**src/rtl/cpu_mux_pkg.sv**
```systemverilog
// Shared definitions for the CPU operand selectors: mode encodings and
// default sizing.
package cpu_mux_pkg;

    typedef enum logic {
        MODE_DIRECTED = 1'b0,
        MODE_RR       = 1'b1
    } mode_e;

    localparam int unsigned DEFAULT_WIDTH  = 12;
    localparam int unsigned DEFAULT_NUM_IN = 4;

    // Index width for an n-input selector; never narrower than one bit.
    function automatic int unsigned sel_w(input int unsigned n);
        return (n < 2) ? 1 : $clog2(n);
    endfunction

endpackage

```
**src/rtl/operand_mux_rr_if.sv**
```systemverilog
// Handshake bundle between the operand sources, the selector and the ALU
// B-operand input.
interface operand_mux_rr_if
    import cpu_mux_pkg::*;
#(
    parameter int unsigned WIDTH  = DEFAULT_WIDTH,
    parameter int unsigned NUM_IN = DEFAULT_NUM_IN
);
    localparam int unsigned SEL_W = sel_w(NUM_IN);

    logic [NUM_IN*WIDTH-1:0] in_data;
    logic [NUM_IN-1:0]       in_valid;
    logic [NUM_IN-1:0]       in_ready;
    logic [SEL_W-1:0]        sel;
    logic                    mode;
    logic                    stall;
    logic [WIDTH-1:0]        out_data;
    logic                    out_valid;
    logic [SEL_W-1:0]        out_sel;
    logic                    sel_err;

    modport master (
        output in_data, in_valid, sel, mode, stall,
        input  in_ready, out_data, out_valid, out_sel, sel_err
    );

    modport slave (
        input  in_data, in_valid, sel, mode, stall,
        output in_ready, out_data, out_valid, out_sel, sel_err
    );

endinterface

```
**src/rtl/operand_mux_rr_arbiter.sv**
```systemverilog
// Round-robin arbiter: grants the first requester after ptr, wrapping
// modulo NUM_IN (not modulo 2^SEL_W).
module rr_arbiter
    import cpu_mux_pkg::*;
#(
    parameter int unsigned NUM_IN = DEFAULT_NUM_IN
) (
    input  logic [NUM_IN-1:0]         req,
    input  logic [sel_w(NUM_IN)-1:0]  ptr,
    input  logic                      en,
    output logic [NUM_IN-1:0]         gnt,
    output logic [sel_w(NUM_IN)-1:0]  gnt_idx
);
    localparam int unsigned SEL_W = sel_w(NUM_IN);

    logic        found;
    int unsigned idx;

    always_comb begin
        gnt     = '0;
        gnt_idx = '0;
        found   = 1'b0;
        idx     = 0;
        for (int unsigned off = 0; off < NUM_IN; off++) begin
            // ptr < NUM_IN always, so a single conditional subtract wraps it
            idx = 32'(ptr) + 1 + off;
            if (idx >= NUM_IN) begin
                idx = idx - NUM_IN;
            end
            if (en && !found && req[SEL_W'(idx)]) begin
                found                = 1'b1;
                gnt[SEL_W'(idx)]     = 1'b1;
                gnt_idx              = SEL_W'(idx);
            end
        end
    end

endmodule

```
**src/rtl/operand_mux_rr.sv**
```systemverilog
// Registered N:1 operand selector feeding the ALU B operand, with directed
// and round-robin selection, per-input handshake and output stall.
module operand_mux_rr
    import cpu_mux_pkg::*;
#(
    parameter int unsigned WIDTH  = DEFAULT_WIDTH,
    parameter int unsigned NUM_IN = DEFAULT_NUM_IN
) (
    input logic             clk,
    input logic             rst_n,
    operand_mux_rr_if.slave bus
);
    localparam int unsigned      SEL_W     = sel_w(NUM_IN);
    localparam logic [SEL_W-1:0] PTR_RESET = SEL_W'(NUM_IN - 1);

    mode_e             mode;
    logic              run;
    logic              rr_en;
    logic              sel_in_range;
    logic              has_gnt;
    logic [NUM_IN-1:0] dir_gnt;
    logic [NUM_IN-1:0] rr_gnt;
    logic [NUM_IN-1:0] gnt;
    logic [SEL_W-1:0]  rr_idx;
    logic [SEL_W-1:0]  gnt_idx;
    logic [WIDTH-1:0]  gnt_data;

    logic [WIDTH-1:0]  out_data_q,  out_data_d;
    logic [SEL_W-1:0]  out_sel_q,   out_sel_d;
    logic              out_valid_q, out_valid_d;
    logic              sel_err_q,   sel_err_d;
    logic [SEL_W-1:0]  rr_ptr_q,    rr_ptr_d;

    assign mode         = mode_e'(bus.mode);
    assign run          = rst_n & ~bus.stall;
    assign rr_en        = run & (mode == MODE_RR);
    assign sel_in_range = (32'(bus.sel) < NUM_IN);

    always_comb begin
        dir_gnt = '0;
        if (run && mode == MODE_DIRECTED && sel_in_range && bus.in_valid[bus.sel]) begin
            dir_gnt[bus.sel] = 1'b1;
        end
    end

    rr_arbiter #(
        .NUM_IN (NUM_IN)
    ) u_rr_arbiter (
        .req     (bus.in_valid),
        .ptr     (rr_ptr_q),
        .en      (rr_en),
        .gnt     (rr_gnt),
        .gnt_idx (rr_idx)
    );

    always_comb begin
        gnt     = (mode == MODE_RR) ? rr_gnt : dir_gnt;
        gnt_idx = (mode == MODE_RR) ? rr_idx : bus.sel;
        has_gnt = |gnt;
    end

    always_comb begin
        gnt_data = '0;
        for (int unsigned i = 0; i < NUM_IN; i++) begin
            if (gnt[i]) begin
                gnt_data = bus.in_data[i*WIDTH +: WIDTH];
            end
        end
    end

    always_comb begin
        out_data_d  = out_data_q;
        out_sel_d   = out_sel_q;
        out_valid_d = out_valid_q;
        rr_ptr_d    = rr_ptr_q;
        sel_err_d   = (mode == MODE_DIRECTED) && !sel_in_range && !bus.stall;
        if (!bus.stall) begin
            out_valid_d = has_gnt;
            if (has_gnt) begin
                out_data_d = gnt_data;
                out_sel_d  = gnt_idx;
                if (mode == MODE_RR) begin
                    rr_ptr_d = gnt_idx;
                end
            end
        end
    end

    always_ff @(posedge clk) begin
        if (!rst_n) begin
            out_data_q  <= '0;
            out_sel_q   <= '0;
            out_valid_q <= 1'b0;
            sel_err_q   <= 1'b0;
            rr_ptr_q    <= PTR_RESET;
        end else begin
            out_data_q  <= out_data_d;
            out_sel_q   <= out_sel_d;
            out_valid_q <= out_valid_d;
            sel_err_q   <= sel_err_d;
            rr_ptr_q    <= rr_ptr_d;
        end
    end

    assign bus.in_ready  = gnt;
    assign bus.out_data  = out_data_q;
    assign bus.out_sel   = out_sel_q;
    assign bus.out_valid = out_valid_q;
    assign bus.sel_err   = sel_err_q;

endmodule

```
**src/flat_wrapper.sv**
```systemverilog
// flat-port wrapper written by rule: the top's interface ports become plain ports
module operand_mux_rr_flat import cpu_mux_pkg::*;
#(
    parameter int unsigned WIDTH  = DEFAULT_WIDTH,
    parameter int unsigned NUM_IN = DEFAULT_NUM_IN
)
  (clk, rst_n, bus_in_data, bus_in_valid, bus_sel, bus_mode, bus_stall, bus_in_ready, bus_out_data, bus_out_valid, bus_out_sel, bus_sel_err);
  operand_mux_rr_if #(.WIDTH(WIDTH), .NUM_IN(NUM_IN)) bus_i ();
  input logic clk;
  input logic rst_n;
  input wire logic [$bits(bus_i.in_data)-1:0] bus_in_data;
  input wire logic [$bits(bus_i.in_valid)-1:0] bus_in_valid;
  input wire logic [$bits(bus_i.sel)-1:0] bus_sel;
  input wire logic [$bits(bus_i.mode)-1:0] bus_mode;
  input wire logic [$bits(bus_i.stall)-1:0] bus_stall;
  output wire logic [$bits(bus_i.in_ready)-1:0] bus_in_ready;
  output wire logic [$bits(bus_i.out_data)-1:0] bus_out_data;
  output wire logic [$bits(bus_i.out_valid)-1:0] bus_out_valid;
  output wire logic [$bits(bus_i.out_sel)-1:0] bus_out_sel;
  output wire logic [$bits(bus_i.sel_err)-1:0] bus_sel_err;
  assign bus_i.in_data = bus_in_data;
  assign bus_i.in_valid = bus_in_valid;
  assign bus_i.sel = bus_sel;
  assign bus_i.mode = bus_mode;
  assign bus_i.stall = bus_stall;
  assign bus_in_ready = bus_i.in_ready;
  assign bus_out_data = bus_i.out_data;
  assign bus_out_valid = bus_i.out_valid;
  assign bus_out_sel = bus_i.out_sel;
  assign bus_sel_err = bus_i.sel_err;
  operand_mux_rr #(.WIDTH(WIDTH), .NUM_IN(NUM_IN)) u_core (.clk(clk), .rst_n(rst_n), .bus(bus_i));
endmodule
```
**config.mk**
```make
export PLATFORM = sky130hd
export DESIGN_NAME = operand_mux_rr_flat
export DESIGN_NICKNAME = d
export VERILOG_FILES = /design/src/rtl/cpu_mux_pkg.sv /design/src/rtl/operand_mux_rr_if.sv /design/src/rtl/operand_mux_rr_arbiter.sv /design/src/rtl/operand_mux_rr.sv /design/src/flat_wrapper.sv
export SDC_FILE = /design/constraint.sdc
export NUM_CORES = 1
export LEC_CHECK = 0
export CAP_MARGIN = 30
export CORE_MARGIN = 4
export CORE_UTILIZATION = 44
export DETAILED_ROUTE_END_ITERATION = 10
export GPL_TIMING_DRIVEN = 0
export PLACE_DENSITY_LB_ADDON = 0.1
export SLEW_MARGIN = 25
export SYNTH_ARGS = -nofsm -noshare
export SYNTH_HDL_FRONTEND = slang
export SYNTH_HIERARCHICAL = 1
export SYNTH_SLANG_ARGS = --single-unit
```
**constraint.sdc**
```tcl
create_clock -name clk -period 9.24 [get_ports clk]
set_input_delay 1.848 -clock clk [delete_from_list [all_inputs] [get_ports clk]]
set_output_delay 1.848 -clock clk [all_outputs]
set_load 0.01 [all_outputs]
```
==> metrics, run 1 <==
critical path type=in -> out; Remaining Overflow, GRT=0; ys flop type=dfxtp_1; Final Hold Viols=0; count of final max-slew check failures=0; setup TNS=0 ns; DRC Markers=0; Bufs on Longest Clock Path=2; Nets=345; TritonCTS Buffers=3; synth warn=6; largest net degree at the start of global routing=11; leak pwr=0.000922 µW; Area Growth Syn to Fin=54.6%; share of layout cells above drive strength 1=12.2%; Avg WL per Cell=15.9 µm; vias=1,856; Post-Layout Cell Count=325; Port-buffer cells=76; Hold EP=u_core/bus.out_sel[0]; Async S/R FF share, synth=0%; syn nets=264; syn avg cell area=7.78 µm²; hold depth=1; diodes inserted=0; DRT iter0 DRCs=148; HPWL after DPL=4070 µm; IO Pins=78; hold path start=u_core/bus.out_sel[0]; register area share after synthesis=22.0%; CP Launch Type=input port; antenna-violating nets left=0; DRT Pass-1 Iters=4; number of synthesized flops with an enable pin=0; Sink Count=17; root buf cell=clkbuf_4; Total GRT Usage=23.0%; post-synth cell types=46; mapped cell area=1550 µm²; clock transition at the registers of the reported paths=0.10 ns; Reg-to-Reg End=u_core/bus.out_data[6]; Routed WL=5160 µm; CTS tree=built; via density per instance=5.71; most frequent cells in the layout=clkdlybuf4s50_1, nand2_1, dfxtp_1; Mapped Cells=199; r2r setup slk=5.69 ns; FF-to-FF Start=u_core/rr_ptr_q[0]; Clk Latency, worst-skew pair=0.29 ns; Cell Pwr Density=79.0 nW/µm²; Die ar.=4530 µm²; Setup Skew=0.00264 ns; initial antenna violation count=0; worst path required time=7.39 ns; number of global-route vias before repair=1,672; RSZ-0062 raised after global routing=false; Crit Path Max Fanout=10; hold buffers post-CTS=0; first-pass GRT wire length=8040 µm; Core Box Area=3360 µm²; Peak VDD IR=71.8 µV; achievable frequency=142 MHz; Tmin final=7.04 ns; GPL Wtd Cong=0.891; dpl cells=321; commonest non-fill, non-tap cell in the layout=clkdlybuf4s50_1; initial core utilization=46.0%; crit share post-route=76.2%; Die W=67.3 µm; Setup crit end kind=output pin; status=complete, no violations; H-tree Lvls=1; Critical Path AT=5.19 ns; PostCTS Resize Cnt=0; Reg2Reg Depth=13; Rows=21; max-cap viol count=0; # Post-CTS Setup Buffers=0; Hold Path Class=reg -> reg; setup violators final=0; flops & latches, synth=17; die height=67.3 µm
## registers in the layout, summed over array words and instances (netlist names)
signal	cells
u_core/bus.out_data	12
u_core/bus.out_sel	2
u_core/bus.out_valid	1
u_core/rr_ptr_q	2
## final cells by class
class,count,area [µm²]
clock buffer,3,22.5
fill,309,970
sequential,17,340
buffer,16,92.6
timing repair buffer,76,761
clock inverter,1,5.00
tap,46,57.6
inverter,6,22.5
multi-input combinational,160,1090
## Yosys cell counts, types with 2 or more instances
| cell | instances | share of area [%] |
|---|---|---|
| mux2_4 | 3 | 2.9 |
| a22oi_1 | 3 | 1.5 |
| a221o_1 | 3 | 1.9 |
| buf_4 | 2 | 0.97 |
| a31oi_1 | 12 | 4.9 |
| o21ai_0 | 6 | 1.9 |
| nor2b_1 | 4 | 1.6 |
| nand2_1 | 29 | 7.0 |
| buf_6 | 2 | 1.5 |
| clkbuf_1 | 4 | 0.97 |
| o21ai_1 | 12 | 3.9 |
| a22o_1 | 4 | 2.3 |
| inv_1 | 4 | 0.97 |
| nand2b_1 | 2 | 0.81 |
| dfxtp_1 | 17 | 22 |
| a21bo_2 | 2 | 1.3 |
| mux2i_1 | 5 | 3.2 |
| nand3_1 | 16 | 5.2 |
| nor2_1 | 15 | 3.6 |
| inv_2 | 2 | 0.49 |
| ha_1 | 7 | 5.7 |
| buf_2 | 8 | 2.6 |
| a21oi_1 | 2 | 0.65 |
| o211a_1 | 2 | 1.3 |
| a311o_1 | 12 | 7.8 |
## power breakdown
part / switching, µW / internal (µW) / total, µW
Clock: 24.6 / 16.1 / 40.7
Sequential: 2.16 / 76.9 / 79.1
Combinational: 27.1 / 42.1 / 69.2
Total: 53.9 / 135 / 189
## worst max path at each step
stage                      end  cells past startpoint     start  slack [ns]
2_1_floorplan  bus_in_ready[3]                      9  bus_mode        3.82
3_3_place_gp   bus_in_ready[3]                     11  bus_mode        2.25
3_5_place_dp   bus_in_ready[3]                     11  bus_mode        2.25
4_1_cts        bus_in_ready[3]                     11  bus_mode        2.26
5_1_grt        bus_in_ready[3]                     11  bus_mode        2.00
6_report       bus_in_ready[3]                     11  bus_mode        2.20
## critical path, stage by stage
cell,delay [ns]
clkdlybuf4s50_1,0.58
buf_2,0.26
and3b_1,0.24
nand2_1,0.07
o22a_2,0.24
nor2b_1,0.31
a22o_1,0.18
a221o_1,0.13
a22o_1,0.29
clkbuf_1,0.41
clkdlybuf4s50_1,0.63
## per-stage QoR
stage | total power [µW] | hold slack, ns | util [%] | cell area [µm²] | setup WS [ns]
after floorplan | 110 | 0.534 | - | 1550 | 3.82
after global placement | 148 | 0.490 | 70.3 | 2370 | 2.25
after CTS | 190 | 0.520 | 71.2 | 2390 | 2.26
after global routing | 199 | 0.539 | 71.2 | 2390 | 2.00
after detailed placement | 149 | 0.489 | 70.3 | 2370 | 2.25
final | 189 | 0.516 | 71.2 | 2390 | 2.20
## logic make-up (layout without fill, tap and decap cells)
group	Yosys count	in the layout	share of synthesized area, %
multiplexers	9	9	6.87
buffers and inverters	22	102	7.44
adder cells (fa/ha/maj)	7	7	5.66
flip-flops	17	17	22.0
AND/OR/NAND/NOR	75	75	23.5
other	1	1	0.242
AO/OA/AOI/OAI	68	68	34.3
## per-layer routing
layer / wire length (µm) / GRT usage [%] / vias to the layer above
li1: - / - / 902
met1: 2300 / 31.0 / 876
met2: 2470 / 38.5 / 72
met3: 341 / 4.99 / 6
met4: 48 / 3.04 / 0
met5: 0 / 0 / -
Power figures use the tool's default switching activity.
==> inputs of run 2 (changes only) <==
--- a/config.mk
+++ b/config.mk
@@ -7,7 +7,7 @@
 export LEC_CHECK = 0
 export CAP_MARGIN = 30
 export CORE_MARGIN = 4
-export CORE_UTILIZATION = 44
+export CORE_UTILIZATION = 36
 export DETAILED_ROUTE_END_ITERATION = 10
 export GPL_TIMING_DRIVEN = 0
 export PLACE_DENSITY_LB_ADDON = 0.1
==> constraint.sdc (replaced) <==
create_clock -name clk -period 6.3 [get_ports clk]
set_input_delay 1.26 -clock clk [delete_from_list [all_inputs] [get_ports clk]]
set_output_delay 1.26 -clock clk [all_outputs]
set_load 0.01 [all_outputs]
==> run 2 against run 1 <==
Combinational power rose by 46%. Worst hold slack got worse by 0.010 ns. Register-to-register slack got worse by 3.0 ns. Clock-buffer cell count unchanged. Setup slack got worse by 1.8 ns. Non-clock buffer count is the same. Flip-flop and latch count unchanged. Critical path depth unchanged. Die area grew 19%. Sequential power is 47% higher.
==> metrics, run 2 (synthesis results as in run 1) <==
status=complete, no violations (unchanged); Bufs on Longest Clock Path=2 (unchanged); commonest non-fill, non-tap cell in the layout=clkdlybuf4s50_1 (unchanged); # Post-CTS Setup Buffers=0 (unchanged); Routed WL=5300 µm (was 5160 µm); Max stage delay on crit path=0.63 ns (about the same); Critical Path AT=4.65 ns (was 5.19 ns); count of final max-slew check failures=0 (unchanged); root buf cell=clkbuf_8 (was clkbuf_4); Remaining Overflow, GRT=0 (unchanged); max FFs per register=12 (unchanged); Nets=345 (unchanged); Critical Path Start=bus_mode (unchanged); TritonCTS Buffers=3 (unchanged); largest net degree at the start of global routing=11 (unchanged); diodes inserted=0 (unchanged); critical path type=in -> out (unchanged); achievable frequency=169 MHz; Core Box Area=4090 µm² (was 3360 µm²); Total GRT Usage=19.8% (was 23.0%); Setup crit end kind=output pin (unchanged); HPWL after DPL=4220 µm (was 4070 µm); die height=73.6 µm (was 67.3 µm); max-cap viol count=0 (unchanged); Tmin final=5.91 ns; H-tree Lvls=1 (unchanged); setup TNS=0 ns (unchanged); first-pass GRT wire length=8450 µm (was 8040 µm); Cell Pwr Density=124 nW/µm² (was 79.0 nW/µm²); Area Growth Syn to Fin=56.2% (was 54.6%); Max-slew headroom=65.8%; setup violators final=0 (unchanged); Peak VDD IR=98.7 µV (was 71.8 µV); met2 WL=2500 µm (was 2470 µm); via density per instance=5.56 (was 5.71); Port-buffer cells=76 (unchanged); Die ar.=5410 µm² (was 4530 µm²); initial antenna violation count=0 (unchanged); Sink Count=17 (unchanged); pin slew with the least headroom to its limit=0.512 ns; top sig layer=met4 (unchanged); Post-Layout Cell Count=329 (was 325); leak pwr=0.000930 µW (was 0.000922 µW); CTS tree=built (unchanged); Crit Path Max Fanout=10 (unchanged); clock transition at the registers of the reported paths=0.07 ns (was 0.10 ns); Fillers=392 (was 309); DRT Pass-1 Iters=4 (unchanged); dpl cells=325 (was 321); DR WL met3=464 µm (was 341 µm); cell area after layout=2420 µm² (was 2390 µm²); Power, Total=300 µW (was 189 µW); IO Pins=78 (unchanged); wl on met1=2260 µm (was 2300 µm); Die W=73.6 µm (was 67.3 µm); CP cell instances=clkdlybuf4s50_1, buf_2, and3b_1, nand2_1, o22a_2, nor2b_1, a22o_1, a221o_1, a22o_1, clkbuf_1, clkdlybuf4s50_1 (unchanged); CP Launch Type=input port (unchanged); Rows=23 (was 21); crit share post-route=93.9%; hold path start=u_core/bus.out_sel[0] (unchanged); vias=1,829 (was 1,856); Setup Skew=0.00149 ns (was 0.00264 ns); RSZ-0062 raised after global routing=false (unchanged); initial core utilization=37.9% (was 46.0%); PostCTS Resize Cnt=0 (unchanged); FF-to-FF Start=u_core/rr_ptr_q[0] (unchanged); Avg WL per Cell=16.1 µm (was 15.9 µm); share of layout cells above drive strength 1=12.2% (unchanged); number of global-route vias before repair=1,760 (was 1,672); Slowest-stage cell, CP=clkdlybuf4s50_1 (unchanged); most frequent cells in the layout=clkdlybuf4s50_1, nand2_1, dfxtp_1 (unchanged); DP Area=2370 µm² (about the same); hold buffers post-CTS=0 (unchanged); antenna-violating nets left=0 (unchanged); Final Hold Viols=0 (unchanged); Clk Latency, worst-skew pair=0.25 ns (was 0.29 ns); GPL Wtd Cong=0.866 (was 0.891); DRT iter0 DRCs=209 (was 148); DRC Markers=0 (unchanged); worst path required time=5.04 ns (was 7.39 ns); Hold Path Class=reg -> reg (unchanged)
run 2: cell counts in the layout (fill, tap and decap cells not counted):
Identical to the previous run, type by type.
run 2: critical path, delay by kind of cell:
family	cells	cell delay (ns)
AOI/OAI and AO/OA	4	0.86
and+or+nand+nor	3	0.63
buffers and inverters	4	1.90
run 2: layout make-up:
type                            count  area (µm²)  area share [%]
Buffer                             16        92.6            3.83
Clock buffer                        3        41.3            1.71
Clock inverter                      1        5.00           0.207
Inverter                            6        22.5           0.932
Multi-Input combinational cell    160        1090            45.2
Sequential cell                    17         340            14.1
Tap cell                           50        62.6            2.59
Timing Repair Buffer               76         761            31.5
run 2: power breakdown:
| part | total, µW | switching, µW | internal, µW |
|---|---|---|---|
| logic | 101 | 39.5 | 61.7 |
| registers | 116 | 3.28 | 113 |
| clock network | 82.8 | 38.9 | 43.9 |
| total | 300 | 81.6 | 218 |
run 2: routing by layer:
metal  GRT usage (%)  vias up
met2            31.6       75
li1                -      905
met3            4.65        8
met5               0        -
met1            26.8      841
met4            4.63        0
run 2: path summary, 6_finish.rpt:
check / slack, ns / endpoint / cells past startpoint
setup reg to reg: 2.69 / u_core/bus.out_data[8] / 13
setup / recovery: 0.39 / bus_in_ready[3] / 11
hold / removal: 0.51 / u_core/bus.out_sel[0] / 1
hold reg to reg: 0.51 / u_core/bus.out_sel[0] / 1
run 2: metrics by stage:
step / setup slack, ns / hold WS (ns) / util (%)
after floorplan: 2.06 / 0.534 / -
after global placement: 0.420 / 0.482 / 58.0
after detailed placement: 0.404 / 0.490 / 58.0
after CTS: 0.401 / 0.511 / 59.2
after global routing: 0.131 / 0.521 / 59.2
final: 0.385 / 0.505 / 59.2
==> inputs of run 3 (changes only) <==
--- a/config.mk
+++ b/config.mk
@@ -5,12 +5,14 @@
 export SDC_FILE = /design/constraint.sdc
 export NUM_CORES = 1
 export LEC_CHECK = 0
+export ABC_CLOCK_PERIOD_IN_PS = 5300
 export CAP_MARGIN = 30
 export CORE_MARGIN = 4
 export CORE_UTILIZATION = 36
 export DETAILED_ROUTE_END_ITERATION = 10
 export GPL_TIMING_DRIVEN = 0
 export PLACE_DENSITY_LB_ADDON = 0.1
+export SKIP_LAST_GASP = 1
 export SLEW_MARGIN = 25
 export SYNTH_ARGS = -nofsm -noshare
 export SYNTH_HDL_FRONTEND = slang
==> constraint.sdc (replaced) <==
create_clock -name clk -period 5.3 [get_ports clk]
set_input_delay 1.06 -clock clk [delete_from_list [all_inputs] [get_ports clk]]
set_output_delay 1.06 -clock clk [all_outputs]
set_load 0.01 [all_outputs]
==> run 3 against run 2 <==
Core utilization up 0.34 points. Combinational power rose by 20%. Largest cell class unchanged. Setup slack worse by 0.19 ns. Critical endpoint is now bus_in_ready[1]. Sequential share of layout area fell by 0.080 points. Critical path depth grew 1.
==> metrics, run 3 (synthesis results as in run 1) <==
Avg WL per Cell=16.2 µm (was 16.1 µm); hold buffers post-CTS=0 (unchanged); DR WL met3=395 µm (was 464 µm); Core Box Area=4090 µm² (unchanged); first-pass GRT wire length=8540 µm (was 8450 µm); setup violators final=0 (unchanged); Clk pwr share=27.4% (was 27.6%); root buf cell=clkbuf_8 (unchanged); leak pwr=0.000938 µW (was 0.000930 µW); Clk Latency, worst-skew pair=0.25 ns (about the same); initial antenna violation count=0 (unchanged); Total GRT Usage=20.0% (was 19.8%); Bufs on Longest Clock Path=2 (unchanged); number of global-route vias before repair=1,772 (was 1,760); clock transition at the registers of the reported paths=0.07 ns (about the same); HPWL after DPL=4220 µm (unchanged); CP Launch Type=input port (unchanged); Nets=345 (unchanged); Port-buffer cells=76 (unchanged); Die W=73.6 µm (unchanged); initial core utilization=37.9% (unchanged); met2 WL=2500 µm (about the same); crit share post-route=96.4%; share of layout cells above drive strength 1=14.0% (was 12.2%); Post-Layout Cell Count=329 (unchanged); IO Pins=78 (unchanged); Crit Path Max Fanout=10 (unchanged); commonest non-fill, non-tap cell in the layout=clkdlybuf4s50_1 (unchanged); critical path type=in -> out (unchanged); cell internal pwr=260 µW (was 218 µW); Setup Skew=0.00124 ns (was 0.00149 ns); Remaining Overflow, GRT=0 (unchanged); part of the power in combinational logic=33.9% (was 33.7%); DRT iter0 DRCs=173 (was 209); Cell Pwr Density=147 nW/µm² (was 124 nW/µm²); Routed WL=5340 µm (was 5300 µm); Die ar.=5410 µm² (unchanged); setup TNS=0 ns (unchanged); worst path required time=4.24 ns (was 5.04 ns); status=complete, no violations (unchanged); max-cap viol count=0 (unchanged); Final Hold Viols=0 (unchanged); sequential power share=38.6% (was 38.7%); top sig layer=met4 (unchanged); vias=1,821 (was 1,829); Post-Route Utilization=59.5% (was 59.2%); wl on met1=2350 µm (was 2260 µm); DRC Markers=0 (unchanged); Hold Path Class=reg -> reg (unchanged); max FFs per register=12 (unchanged); DRT Pass-1 Iters=4 (unchanged); dpl cells=325 (unchanged); most frequent cells in the layout=clkdlybuf4s50_1, nand2_1, dfxtp_1 (unchanged); GPL Wtd Cong=0.866 (unchanged); pin slew with the least headroom to its limit=0.508 ns (was 0.512 ns); antenna-violating nets left=0 (unchanged); Critical Path AT=4.05 ns (was 4.65 ns); Max-slew headroom=66.1% (was 65.8%); Peak VDD IR=117 µV (was 98.7 µV); Rows=23 (unchanged); Setup crit end kind=output pin (unchanged); count of final max-slew check failures=0 (unchanged); diodes inserted=0 (unchanged); TritonCTS Buffers=3 (unchanged); largest net degree at the start of global routing=11 (unchanged); Area Growth Syn to Fin=57.1% (was 56.2%); Sink Count=17 (unchanged); Switching Share=27.2% (about the same); H-tree Lvls=1 (unchanged); Tmin final=5.11 ns; RSZ-0062 raised after global routing=false (unchanged); CTS tree=built (unchanged); die height=73.6 µm (unchanged); final hold slack=0.506 ns (was 0.505 ns); achievable frequency=196 MHz; # Post-CTS Setup Buffers=0 (unchanged); via density per instance=5.53 (was 5.56); Sw Pwr=97.3 µW (was 81.6 µW)
## run 3: worst paths after layout
kind,start,end,slack (ns),cells past startpoint
worst max register to register,u_core/rr_ptr_q[0],u_core/bus.out_data[8],1.67,13
worst min register to register,u_core/bus.out_sel[0],u_core/bus.out_sel[0],0.51,1
worst min-delay path,u_core/bus.out_sel[0],u_core/bus.out_sel[0],0.51,1
worst max-delay path,bus_mode,bus_in_ready[1],0.19,12
## run 3: repair_timing
| item | 4_1_cts | 5_1_grt |
|---|---|---|
| pin swaps | 0 | 0 |
| setup endpoints to repair | 1 | 4 |
| gates resized for setup | 3 | 5 |
## run 3: critical path: stages
cell and delay [ns]:
clkdlybuf4s50_1 0.60, clkbuf_4 0.26, and3b_1 0.23, nand2_1 0.06, o22a_2 0.25, nor2_2 0.17
and2_2 0.22, a221o_1 0.19, a22oi_2 0.13, inv_2 0.10, buf_2 0.22, clkdlybuf4s50_1 0.57
## run 3: per-stage QoR
stage / cell area, µm² / power (µW) / setup slack [ns]
2_1_floorplan: 1550 / 191 / 1.46
3_3_place_gp: 2370 / 260 / -0.180
3_5_place_dp: 2370 / 260 / -0.196
4_1_cts: 2420 / 360 / 0.0390
5_1_grt: 2430 / 378 / 0.00813
6_report: 2430 / 357 / 0.193
## run 3: routing by layer
metal / up-vias / track usage, %
met4: 0 / 4.63
met5: - / 0
met2: 71 / 32.1
met1: 838 / 27.0
met3: 10 / 4.65
li1: 902 / -
## run 3: power by group through the flow
stage,Clock [µW],Sequential [µW],Combinational [µW]
2_1_floorplan,0,143,47.9
3_3_place_gp,0,141,119
3_5_place_dp,0,141,120
4_1_cts,102,138,121
5_1_grt,108,139,131
6_report,98.0,138,121
## run 3: layout make-up
type,count,area (µm²)
clock inverter,1,5.00
fill,390,1660
timing repair buffer,76,761
sequential,17,340
inverter,6,22.5
tap,50,62.6
buffer,16,100
clock buffer,3,41.3
multi-input combinational,160,1100
